### src/rtl/sisc_pkg.sv
// Shared constants for the SISC multi-cycle controller: opcodes, FSM states,
// ALU operation encodings and the immediate-addressing mode value.
package sisc_pkg;

  localparam int unsigned OpNoop = 0;
  localparam int unsigned OpLod  = 1;
  localparam int unsigned OpStr  = 2;
  localparam int unsigned OpSwp  = 3;
  localparam int unsigned OpBra  = 4;
  localparam int unsigned OpBrr  = 5;
  localparam int unsigned OpBne  = 6;
  localparam int unsigned OpBnr  = 7;
  localparam int unsigned OpAlu  = 8;
  localparam int unsigned OpHlt  = 15;

  localparam int unsigned ImmMm = 8;

  // Bit 0 marks an ALU instruction, bit 1 selects the immediate operand.
  localparam logic [1:0] AluNone = 2'b00;
  localparam logic [1:0] AluReg  = 2'b01;
  localparam logic [1:0] AluAddr = 2'b10;
  localparam logic [1:0] AluImm  = 2'b11;

  typedef enum logic [2:0] {
    StIdle,
    StFetch,
    StDecode,
    StExecute,
    StMem,
    StWb,
    StWb2,
    StHalt
  } state_e;

endpackage

### src/rtl/sisc_ctrl_mc_if.sv
// Bundle between the controller and the datapath: instruction fields, status
// and memory handshake in, control strobes and the retired counter out.
interface sisc_ctrl_mc_if #(
  parameter int unsigned OPC_W    = 4,
  parameter int unsigned MM_W     = 4,
  parameter int unsigned ALU_OP_W = 2,
  parameter int unsigned CNT_W    = 16
);
  logic [OPC_W-1:0]    opcode;
  logic [MM_W-1:0]     mm;
  logic [MM_W-1:0]     stat;
  logic                mem_ack;
  logic                ir_load;
  logic                pc_write;
  logic                pc_sel;
  logic                br_sel;
  logic [ALU_OP_W-1:0] alu_op;
  logic                mem_rd;
  logic                mem_wr;
  logic                rf_we;
  logic                wb_sel;
  logic                rd_sel;
  logic                halted;
  logic [CNT_W-1:0]    instr_cnt;

  modport master (
    input  opcode, mm, stat, mem_ack,
    output ir_load, pc_write, pc_sel, br_sel, alu_op, mem_rd, mem_wr,
           rf_we, wb_sel, rd_sel, halted, instr_cnt
  );

  modport slave (
    output opcode, mm, stat, mem_ack,
    input  ir_load, pc_write, pc_sel, br_sel, alu_op, mem_rd, mem_wr,
           rf_we, wb_sel, rd_sel, halted, instr_cnt
  );
endinterface

### src/rtl/sisc_mem_wait.sv
// Memory-access completion: fixed-latency down-counter, or pass-through of the
// memory ack when MEM_LAT is 0.
module sisc_mem_wait #(
  parameter int unsigned MEM_LAT = 1
) (
  input  logic clk,
  input  logic rst,
  input  logic start,
  input  logic ack,
  output logic done
);

  if (MEM_LAT == 0) begin : g_ack
    logic unused_clk_rst;
    assign unused_clk_rst = clk ^ rst;
    assign done = start & ack;
  end else begin : g_cnt
    localparam int unsigned CntW = (MEM_LAT > 1) ? $clog2(MEM_LAT) : 1;
    localparam logic [CntW-1:0] Preload = CntW'(MEM_LAT - 1);

    logic [CntW-1:0] cnt_q, cnt_d;
    logic            unused_ack;
    assign unused_ack = ack;

    // Reloaded every cycle outside MEM so each access starts from a full count.
    always_comb begin
      cnt_d = cnt_q;
      if (!start) begin
        cnt_d = Preload;
      end else if (cnt_q != '0) begin
        cnt_d = cnt_q - CntW'(1);
      end
    end

    always_ff @(posedge clk or posedge rst) begin
      if (rst) begin
        cnt_q <= '0;
      end else begin
        cnt_q <= cnt_d;
      end
    end

    assign done = start && (cnt_q == '0);
  end

endmodule

### src/rtl/sisc_ctrl_mc.sv
// SISC multi-cycle control unit: Moore FSM decoding the latched instruction,
// with memory wait, two-cycle SWP writeback, sticky halt and retired counter.
module sisc_ctrl_mc
  import sisc_pkg::*;
#(
  parameter int unsigned OPC_W    = 4,
  parameter int unsigned MM_W     = 4,
  parameter int unsigned ALU_OP_W = 2,
  parameter int unsigned IMM_MM   = ImmMm,
  parameter int unsigned MEM_LAT  = 1,
  parameter int unsigned CNT_W    = 16
) (
  input  logic           clk,
  input  logic           rst_f,
  sisc_ctrl_mc_if.master bus
);

  state_e           state_q, state_d;
  logic [OPC_W-1:0] opc_q;
  logic [MM_W-1:0]  mm_q;
  logic [CNT_W-1:0] cnt_q;
  logic             is_lod, is_str, is_swp, is_alu, is_bra, is_brr, is_bne, is_bnr;
  logic             hit, mem_done, wait_done, retire;

  assign is_lod = (opc_q == OPC_W'(OpLod));
  assign is_str = (opc_q == OPC_W'(OpStr));
  assign is_swp = (opc_q == OPC_W'(OpSwp));
  assign is_bra = (opc_q == OPC_W'(OpBra));
  assign is_brr = (opc_q == OPC_W'(OpBrr));
  assign is_bne = (opc_q == OPC_W'(OpBne));
  assign is_bnr = (opc_q == OPC_W'(OpBnr));
  assign is_alu = (opc_q == OPC_W'(OpAlu));
  assign hit    = |(bus.stat & mm_q);

  sisc_mem_wait #(
    .MEM_LAT (MEM_LAT)
  ) u_mem_wait (
    .clk   (clk),
    .rst   (rst_f),
    .start ((state_q == StMem) && (is_lod || is_str)),
    .ack   (bus.mem_ack),
    .done  (wait_done)
  );

  // Non-memory opcodes pass through MEM in a single cycle.
  assign mem_done = (is_lod || is_str) ? wait_done : 1'b1;
  assign retire   = ((state_q == StWb) && !is_swp) || (state_q == StWb2);

  always_comb begin
    state_d = state_q;
    unique case (state_q)
      StIdle:    state_d = StFetch;
      StFetch:   state_d = StDecode;
      StDecode:  state_d = (bus.opcode == OPC_W'(OpHlt)) ? StHalt : StExecute;
      StExecute: state_d = StMem;
      StMem:     if (mem_done) state_d = StWb;
      StWb:      state_d = is_swp ? StWb2 : StFetch;
      StWb2:     state_d = StFetch;
      StHalt:    state_d = StHalt;
      default:   state_d = StIdle;
    endcase
  end

  always_ff @(posedge clk or posedge rst_f) begin
    if (rst_f) begin
      state_q <= StIdle;
      opc_q   <= '0;
      mm_q    <= '0;
      cnt_q   <= '0;
    end else begin
      state_q <= state_d;
      if (state_q == StDecode) begin
        opc_q <= bus.opcode;
        mm_q  <= bus.mm;
      end
      if (retire && (cnt_q != '1)) begin
        cnt_q <= cnt_q + CNT_W'(1);
      end
    end
  end

  always_comb begin
    bus.ir_load  = 1'b0;
    bus.pc_write = 1'b0;
    bus.pc_sel   = 1'b0;
    bus.br_sel   = 1'b0;
    bus.alu_op   = ALU_OP_W'(AluNone);
    bus.mem_rd   = 1'b0;
    bus.mem_wr   = 1'b0;
    bus.rf_we    = 1'b0;
    bus.wb_sel   = 1'b0;
    bus.rd_sel   = 1'b0;
    bus.halted   = (state_q == StHalt);

    if ((state_q == StExecute) || (state_q == StMem) || (state_q == StWb)) begin
      if (is_alu) begin
        bus.alu_op = ALU_OP_W'((mm_q == MM_W'(IMM_MM)) ? AluImm : AluReg);
      end else if (is_lod || is_str) begin
        bus.alu_op = ALU_OP_W'(AluAddr);
      end
    end

    unique case (state_q)
      StFetch: begin
        bus.ir_load  = 1'b1;
        bus.pc_write = 1'b1;
      end
      StExecute: begin
        if (((is_bra || is_brr) && hit) || ((is_bne || is_bnr) && !hit)) begin
          bus.pc_write = 1'b1;
          bus.pc_sel   = 1'b1;
        end
        bus.br_sel = is_brr || is_bnr;
      end
      StMem: begin
        bus.mem_rd = is_lod;
        bus.mem_wr = is_str;
      end
      StWb: begin
        bus.rf_we  = is_alu || is_lod || is_swp;
        bus.wb_sel = is_lod;
      end
      StWb2: begin
        bus.rf_we  = 1'b1;
        bus.rd_sel = 1'b1;
      end
      default: ;
    endcase
  end

  assign bus.instr_cnt = cnt_q;

endmodule

### src/flat_wrapper.sv
// flat-port wrapper written by rule: the top's interface ports become plain ports
module sisc_ctrl_mc_flat import sisc_pkg::*;
#(
  parameter int unsigned OPC_W    = 4,
  parameter int unsigned MM_W     = 4,
  parameter int unsigned ALU_OP_W = 2,
  parameter int unsigned IMM_MM   = ImmMm,
  parameter int unsigned MEM_LAT  = 1,
  parameter int unsigned CNT_W    = 16
)
  (clk, rst_f, bus_opcode, bus_mm, bus_stat, bus_mem_ack, bus_ir_load, bus_pc_write, bus_pc_sel, bus_br_sel, bus_alu_op, bus_mem_rd, bus_mem_wr, bus_rf_we, bus_wb_sel, bus_rd_sel, bus_halted, bus_instr_cnt);
  sisc_ctrl_mc_if #(.OPC_W(OPC_W), .MM_W(MM_W), .ALU_OP_W(ALU_OP_W), .CNT_W(CNT_W)) bus_i ();
  input  logic clk;
  input  logic rst_f;
  input wire logic [$bits(bus_i.opcode)-1:0] bus_opcode;
  input wire logic [$bits(bus_i.mm)-1:0] bus_mm;
  input wire logic [$bits(bus_i.stat)-1:0] bus_stat;
  input wire logic [$bits(bus_i.mem_ack)-1:0] bus_mem_ack;
  output wire logic [$bits(bus_i.ir_load)-1:0] bus_ir_load;
  output wire logic [$bits(bus_i.pc_write)-1:0] bus_pc_write;
  output wire logic [$bits(bus_i.pc_sel)-1:0] bus_pc_sel;
  output wire logic [$bits(bus_i.br_sel)-1:0] bus_br_sel;
  output wire logic [$bits(bus_i.alu_op)-1:0] bus_alu_op;
  output wire logic [$bits(bus_i.mem_rd)-1:0] bus_mem_rd;
  output wire logic [$bits(bus_i.mem_wr)-1:0] bus_mem_wr;
  output wire logic [$bits(bus_i.rf_we)-1:0] bus_rf_we;
  output wire logic [$bits(bus_i.wb_sel)-1:0] bus_wb_sel;
  output wire logic [$bits(bus_i.rd_sel)-1:0] bus_rd_sel;
  output wire logic [$bits(bus_i.halted)-1:0] bus_halted;
  output wire logic [$bits(bus_i.instr_cnt)-1:0] bus_instr_cnt;
  assign bus_i.opcode = bus_opcode;
  assign bus_i.mm = bus_mm;
  assign bus_i.stat = bus_stat;
  assign bus_i.mem_ack = bus_mem_ack;
  assign bus_ir_load = bus_i.ir_load;
  assign bus_pc_write = bus_i.pc_write;
  assign bus_pc_sel = bus_i.pc_sel;
  assign bus_br_sel = bus_i.br_sel;
  assign bus_alu_op = bus_i.alu_op;
  assign bus_mem_rd = bus_i.mem_rd;
  assign bus_mem_wr = bus_i.mem_wr;
  assign bus_rf_we = bus_i.rf_we;
  assign bus_wb_sel = bus_i.wb_sel;
  assign bus_rd_sel = bus_i.rd_sel;
  assign bus_halted = bus_i.halted;
  assign bus_instr_cnt = bus_i.instr_cnt;
  sisc_ctrl_mc #(.OPC_W(OPC_W), .MM_W(MM_W), .ALU_OP_W(ALU_OP_W), .IMM_MM(IMM_MM), .MEM_LAT(MEM_LAT), .CNT_W(CNT_W)) u_core (.clk(clk), .rst_f(rst_f), .bus(bus_i));
endmodule
### config.mk
export PLATFORM = sky130hd
export DESIGN_NAME = sisc_ctrl_mc_flat
export DESIGN_NICKNAME = d
export VERILOG_FILES = /design/src/rtl/sisc_pkg.sv /design/src/rtl/sisc_ctrl_mc_if.sv /design/src/rtl/sisc_mem_wait.sv /design/src/rtl/sisc_ctrl_mc.sv /design/src/flat_wrapper.sv
export SDC_FILE = /design/constraint.sdc
export NUM_CORES = 1
export LEC_CHECK = 0
export ABC_AREA = 0
export CAP_MARGIN = 40
export CORE_MARGIN = 1
export CORE_UTILIZATION = 34
export DETAILED_ROUTE_END_ITERATION = 16
export PLACE_DENSITY = 0.59
export SKIP_LAST_GASP = 1
export SLEW_MARGIN = 20
export SYNTH_ARGS = -nofsm -noshare
export SYNTH_HDL_FRONTEND = slang
export SYNTH_SLANG_ARGS = --single-unit
### constraint.sdc
create_clock -name clk -period 2 [get_ports clk]
set_input_delay 0.6 -clock clk [delete_from_list [all_inputs] [get_ports clk]]
set_output_delay 0.6 -clock clk [all_outputs]
set_load 0.1 [all_outputs]
### Word-level counts from Yosys, hierarchy flattened

Index checks and enable logic that the tools add are counted.

* flip-flop bits (word level): 28
* output and inout port bits: 28

* $add $sub $neg: 2
* equal/unequal tests: 19
* mux-type cells: 21
* bitwise logic cells: 2
* reductions and logical operators: 21

Operators by type and width (number)
* 3-bit one-hot mux with 7 select lines: 1
* 16-bit by 1-bit adder with 16-bit output, second input constant: 1
* 4-bit by 3-bit == test with 1-bit output, second input constant: 4
* 16-bit != test, second input constant: 1
* 3-bit == test, second input constant: 4
* 4-bit == test, second input constant: 3
* 1-bit two-way mux: 11
* 1-bit logical OR: 10
* 3-bit two-way mux: 3
* 4-bit by 2-bit == test with 1-bit output, second input constant: 2
* 2-bit two-way mux: 4
* 3-bit by 2-bit == test with 1-bit output, second input constant: 2
* 1-bit logical AND: 6
* 4-bit AND: 1
* 4-bit by 1-bit == test with 1-bit output, second input constant: 1
* 1-bit one-hot mux with 2 select lines: 2
* 4-bit OR reduction: 1
* 3-bit by 1-bit == test with 1-bit output, second input constant: 1
* 3-bit zero test: 1
* 1-bit zero test: 2
* 2-bit by 1-bit != test with 1-bit output, second input constant: 1
* 2-bit OR reduction: 1
* 1-bit NOT: 1
* 1-bit subtractor, second input constant: 1

### Depth between registers and ports, before layout

Gate-level depths: netlist of the first run.

* word-level depth: 7
* depth in mapped cells: 6
* gate-level depth less buffers: 5

### Cells and area by module

From an unflattened synthesis of the first run, not the netlist that was laid out.

* cell total of the unflattened synthesis: 146
* area total of the unflattened synthesis: 1505.2 sq um

Modules (own cells, without submodules)
* sisc_ctrl_mc: instances 1, cells each 145, area an instance 1497.7 sq um, sequential area each 675.6 sq um
* sisc_mem_wait: instances 1, cells each 1, area an instance 7.5 sq um, sequential area each 0.0 sq um

### Least setup slack after synthesis of the first run

No wires, ideal clock.

* path type: register to output
* start: register u_core.state_q[2]
* end: output port bus_mem_rd
* data arrival time: 4138 ps
* data required time: 1400 ps
* setup slack: -2738 ps
* cell stages (with the launch flop): 5
* cell sequence: dfrtp_1 clkbuf_1 nand2b_1 or3_1 nor4b_1

* longest elaborated chain between the ends: 2

RTL lines
* start, declared: line sisc_ctrl_mc.sv:18 `state_e state_q, state_d;`
* start signal, assigned: line sisc_ctrl_mc.sv:66 `state_q <= StIdle;`
* start signal, assigned: line sisc_ctrl_mc.sv:71 `state_q <= state_d;`
* 3-bit == test: line sisc_ctrl_mc.sv:103 `unique case (state_q)`
* 1-bit two-way mux: line sisc_ctrl_mc.sv:103
* end, declared: line flat_wrapper.sv:24 `output wire logic [$bits(bus_i.mem_rd)-1:0] bus_mem_rd;`

Every way passes these cells.

### Worst setup path in the final report of the first run

* start: input port bus_stat[3]
* end: output port bus_pc_write

* longest elaborated chain between the ends: 7
* elaborated cells between the ends (all ways): 8
* those cells by class: mux (2); bitwise (1); reduce/logical (5)

RTL lines
* start, declared: line flat_wrapper.sv:17 `input wire logic [$bits(bus_i.stat)-1:0] bus_stat;`
* 4-bit AND (*): line sisc_ctrl_mc.sv:33 `assign hit = |(bus.stat & mm_q);`
* 4-bit OR reduction (*): line sisc_ctrl_mc.sv:33
* 1-bit zero test: line sisc_ctrl_mc.sv:109 `if (((is_bra || is_brr) && hit) || ((is_bne || is_bnr) && !hit)) begin`
* 1-bit logical AND: line sisc_ctrl_mc.sv:109
* 1-bit logical OR (*): line sisc_ctrl_mc.sv:109
* 1-bit two-way mux (*): line sisc_ctrl_mc.sv:109
* 1-bit one-hot mux with 2 select lines (*): line sisc_ctrl_mc.sv:103
* end, declared: line flat_wrapper.sv:20 `output wire logic [$bits(bus_i.pc_write)-1:0] bus_pc_write;`

Mark *: on every way between the ends. The rest lies on a longest branch, timed or not.

==> results_dict.tcl, run 1 <==
set metrics [dict create \
    syn_to_final_growth_pct 80.8 \
    ys_top_cells_by_area "dfrtp_1 (45%), xnor2_1 (8.1%), mux2_2 (6.7%)" \
    vias 1354 \
    syn_inst 143 \
    cts.sinks 27 \
    end_kind "output pin" \
    clk_pin_slew_worst_paths_ns 0.09 \
    drive_gt1_frac 0.538 \
    finalMaxSlewViolations 0 \
    p_leak_nw 1.06 \
    multi_input_area_um2 965 \
    globalplace.congestion 0.776 \
    ctsHoldBuffers 0 \
    worst_path_max_delay_cell "a221oi_2" \
    portBuffers 41 \
    netlist.area_leader.share 0.446 \
    routed_wl_mm 3.85 \
    slew_headroom 0.620 \
    ys_warn_count 0 \
    path_cells "dlygate4sd2_1, a22o_1, a221oi_2, xor2_2, o31ai_4, buf_12" \
    maxClockFrequency_mhz 404 \
    drt_iter0_drc 41 \
    wl_per_cell_um 14.9 \
    antenna_found_initial 0 \
    num_rows 23 \
    failed_checks "negative setup slack" \
    cp_data_arrival_time_ns 1.87 \
    grt_pass1_vias 1417 \
    fin_worst_skew_ns 0.00159 \
    rsz0062_at_grt "true" \
    mostFrequentLayoutCell "buf_12" \
    via_per_inst 5.25 \
    synth_area_um2 1510 \
    synth_fp_nets 159 \
    clk_path_buf_depth 2 \
    max-vdd-ir-drop_mv 1.10 \
    fin_ws_ns -0.473 \
    n_fill_cell 332 \
    crit_path_start_kind "input port" \
    synth_area_per_cell_um2 10.6 \
    outcome "complete, but fails checks" \
    clock-root-buffer "clkbuf_8" \
    min_from "u_core.bus.instr_cnt[13]$_DFFE_PP0P_" \
    slowest_delay_ns 0.24 \
    cts_max_level 1 \
    min_period_ns 2.47 \
    placed_cells 250 \
    final_nets 225 \
    setup_viol 9 \
    grt_overflow 0 \
    clk_latency_ns 0.27 \
    min_period_over_period 1.24 \
    p_per_area_nw_per_um2 1550 \
    pin_count 43 \
    finalPower_mw 4.24 \
    die_w_um 68.7 \
    synth_edf_count 0 \
    post-route-drc-count 0 \
    final_cell_count_no_fill 258 \
    fin_tns_setup_ns -2.58 \
    dieArea_um2 4720 \
    synthFlopType "dfrtp_1" \
    tightestPinTransition_ns 0.565 \
    synth.distinct_cells 45 \
    synth-seq-cells 27 \
    async_flop_share 1.00 \
    synth_top_cell_by_area "dfrtp_1" \
    ant_nets 0 \
    hpwl_mm 3.00 \
    grt_pass1_wl_mm 6.68 \
    hp-class "flop to flop" \
    grt_use_total 0.190 \
    startpoint "bus_stat[3]" \
    most-common-layout-cells "buf_12 (28), buf_4 (24), xnor2_1 (14), dfrtp_4 (11), dfrtp_1 (11)" \
    initial_core_util 0.365 \
    dr.pass1.iters 4 \
    cts_tree "built" \
    seq_area_um2 723 \
    coreArea_um2 4140 \
    numCtsBuffers 3 \
    synth_seq_area_share 0.446 \
    worstPathRequired_ns 1.40 \
    die_y_um 68.7 \
    reg2reg_from "u_core.bus.instr_cnt[4]$_DFFE_PP0P_" \
    diodes 0 \
    crit_fanout 2 \
    hold_violations 0 \
    path_class "input port to output pin" \
    grt_max_degree 28 \
    maxCapViolCount 0 \
]
logic make-up after synthesis:
kind of cell	count (synthesis)	synth area share
AO/OA/AOI/OAI	31	0.159
AND/OR/NAND/NOR	46	0.193
buffers and inverters	14	0.0405
flip-flops	27	0.446
adder cells (fa/ha/maj)	1	0.00826
XOR/XNOR	15	0.0868
multiplexers	9	0.0669
synthesized netlist by cell type, drive strengths merged, types with 2 or more instances:
| master | instances |
|---|---|
| nor3 | 2 |
| nor4 | 3 |
| a211oi | 2 |
| mux2 | 9 |
| xnor2 | 14 |
| nor4b | 2 |
| nand4 | 3 |
| clkbuf | 7 |
| a21oi | 4 |
| o21ai | 5 |
| nand3b | 3 |
| nand2b | 2 |
| and3 | 5 |
| buf | 2 |
| inv | 5 |
| nor2 | 7 |
| and2 | 2 |
| dfrtp | 27 |
| o2111ai | 6 |
| nand2 | 8 |
| o211ai | 6 |
path summary, 6_finish.rpt:
check / cells past startpoint / to / slack (ns)
min in group asynchronous: 3 / u_core.mm_q[3]$_DFFE_PP0P_ / 0.68
min reg2reg: 1 / u_core.bus.instr_cnt[13]$_DFFE_PP0P_ / 0.54
max: 6 / bus_pc_write / -0.47
max reg2reg: 4 / u_core.bus.instr_cnt[1]$_DFFE_PP0P_ / 0.12
max in group asynchronous: 3 / u_core.bus.instr_cnt[10]$_DFFE_PP0P_ / 1.03
min: 1 / u_core.bus.instr_cnt[13]$_DFFE_PP0P_ / 0.54
final cells by class:
| cell class | instances | share of cell area |
|---|---|---|
| Multi-Input combinational cell | 102 | 0.352 |
| Timing Repair Buffer | 70 | 0.337 |
| Tap cell | 50 | 0.0229 |
| Inverter | 5 | 0.00686 |
| Clock buffer | 4 | 0.0165 |
| Sequential cell | 27 | 0.264 |
through the flow:
step | util | worst slack (ns) | hold slack [ns] | instance area (um2)
global placement | 0.635 | -0.667 | 0.515 | 2630
detailed placement | 0.635 | -0.708 | 0.527 | 2630
finish | 0.661 | -0.473 | 0.535 | 2740
global route | 0.661 | -0.561 | 0.549 | 2740
floorplan | - | -0.663 | 0.496 | 1760
CTS | 0.656 | -0.563 | 0.540 | 2720
metal layers:
layer  wire length, um  global-route usage  vias to the layer above  part of all wire
li1                  -                   -                      666                 -
met1              1760               0.253                      663              0.46
met2              1970               0.321                       21              0.51
met3                85              0.0230                        4             0.022
met4                46              0.0612                        0             0.012
met5                 0                   0                        -                 0
registers in the layout, summed over array words and instances, names as in the netlist:
signal                flops
u_core.mm_q               4
u_core.bus.instr_cnt     16
u_core.opc_q              4
u_core.state_q            3
timing repair:
| action | in CTS | in global routing |
|---|---|---|
| pin swaps | 15 | 7 |
| gates resized for setup | 11 | 6 |
| hold endpoints to repair | 0 | 0 |
| buffers inserted | 5 | 0 |
| endpoints found under the setup margin | 10 | 11 |
worst max-delay path, delay by kind of cell:
kind / cells / cell delay (ns)
compound gates: 3 / 0.66
buf+inv: 2 / 0.44
xor+xnor: 1 / 0.17
power breakdown:
part	switching [mW]	internal (mW)	total, mW
Combinational	1.70	1.25	2.95
Sequential	0.230	0.752	0.983
Clock	0.164	0.143	0.307
Note: power is estimated with default switching activity, not from simulation.
==> inputs of run 2 (changes only) <==
- CAP_MARGIN: 40 -> 5
==> results of run 2 <==
Same layout as run 1: the final DEF is identical, and so are final timing and power.
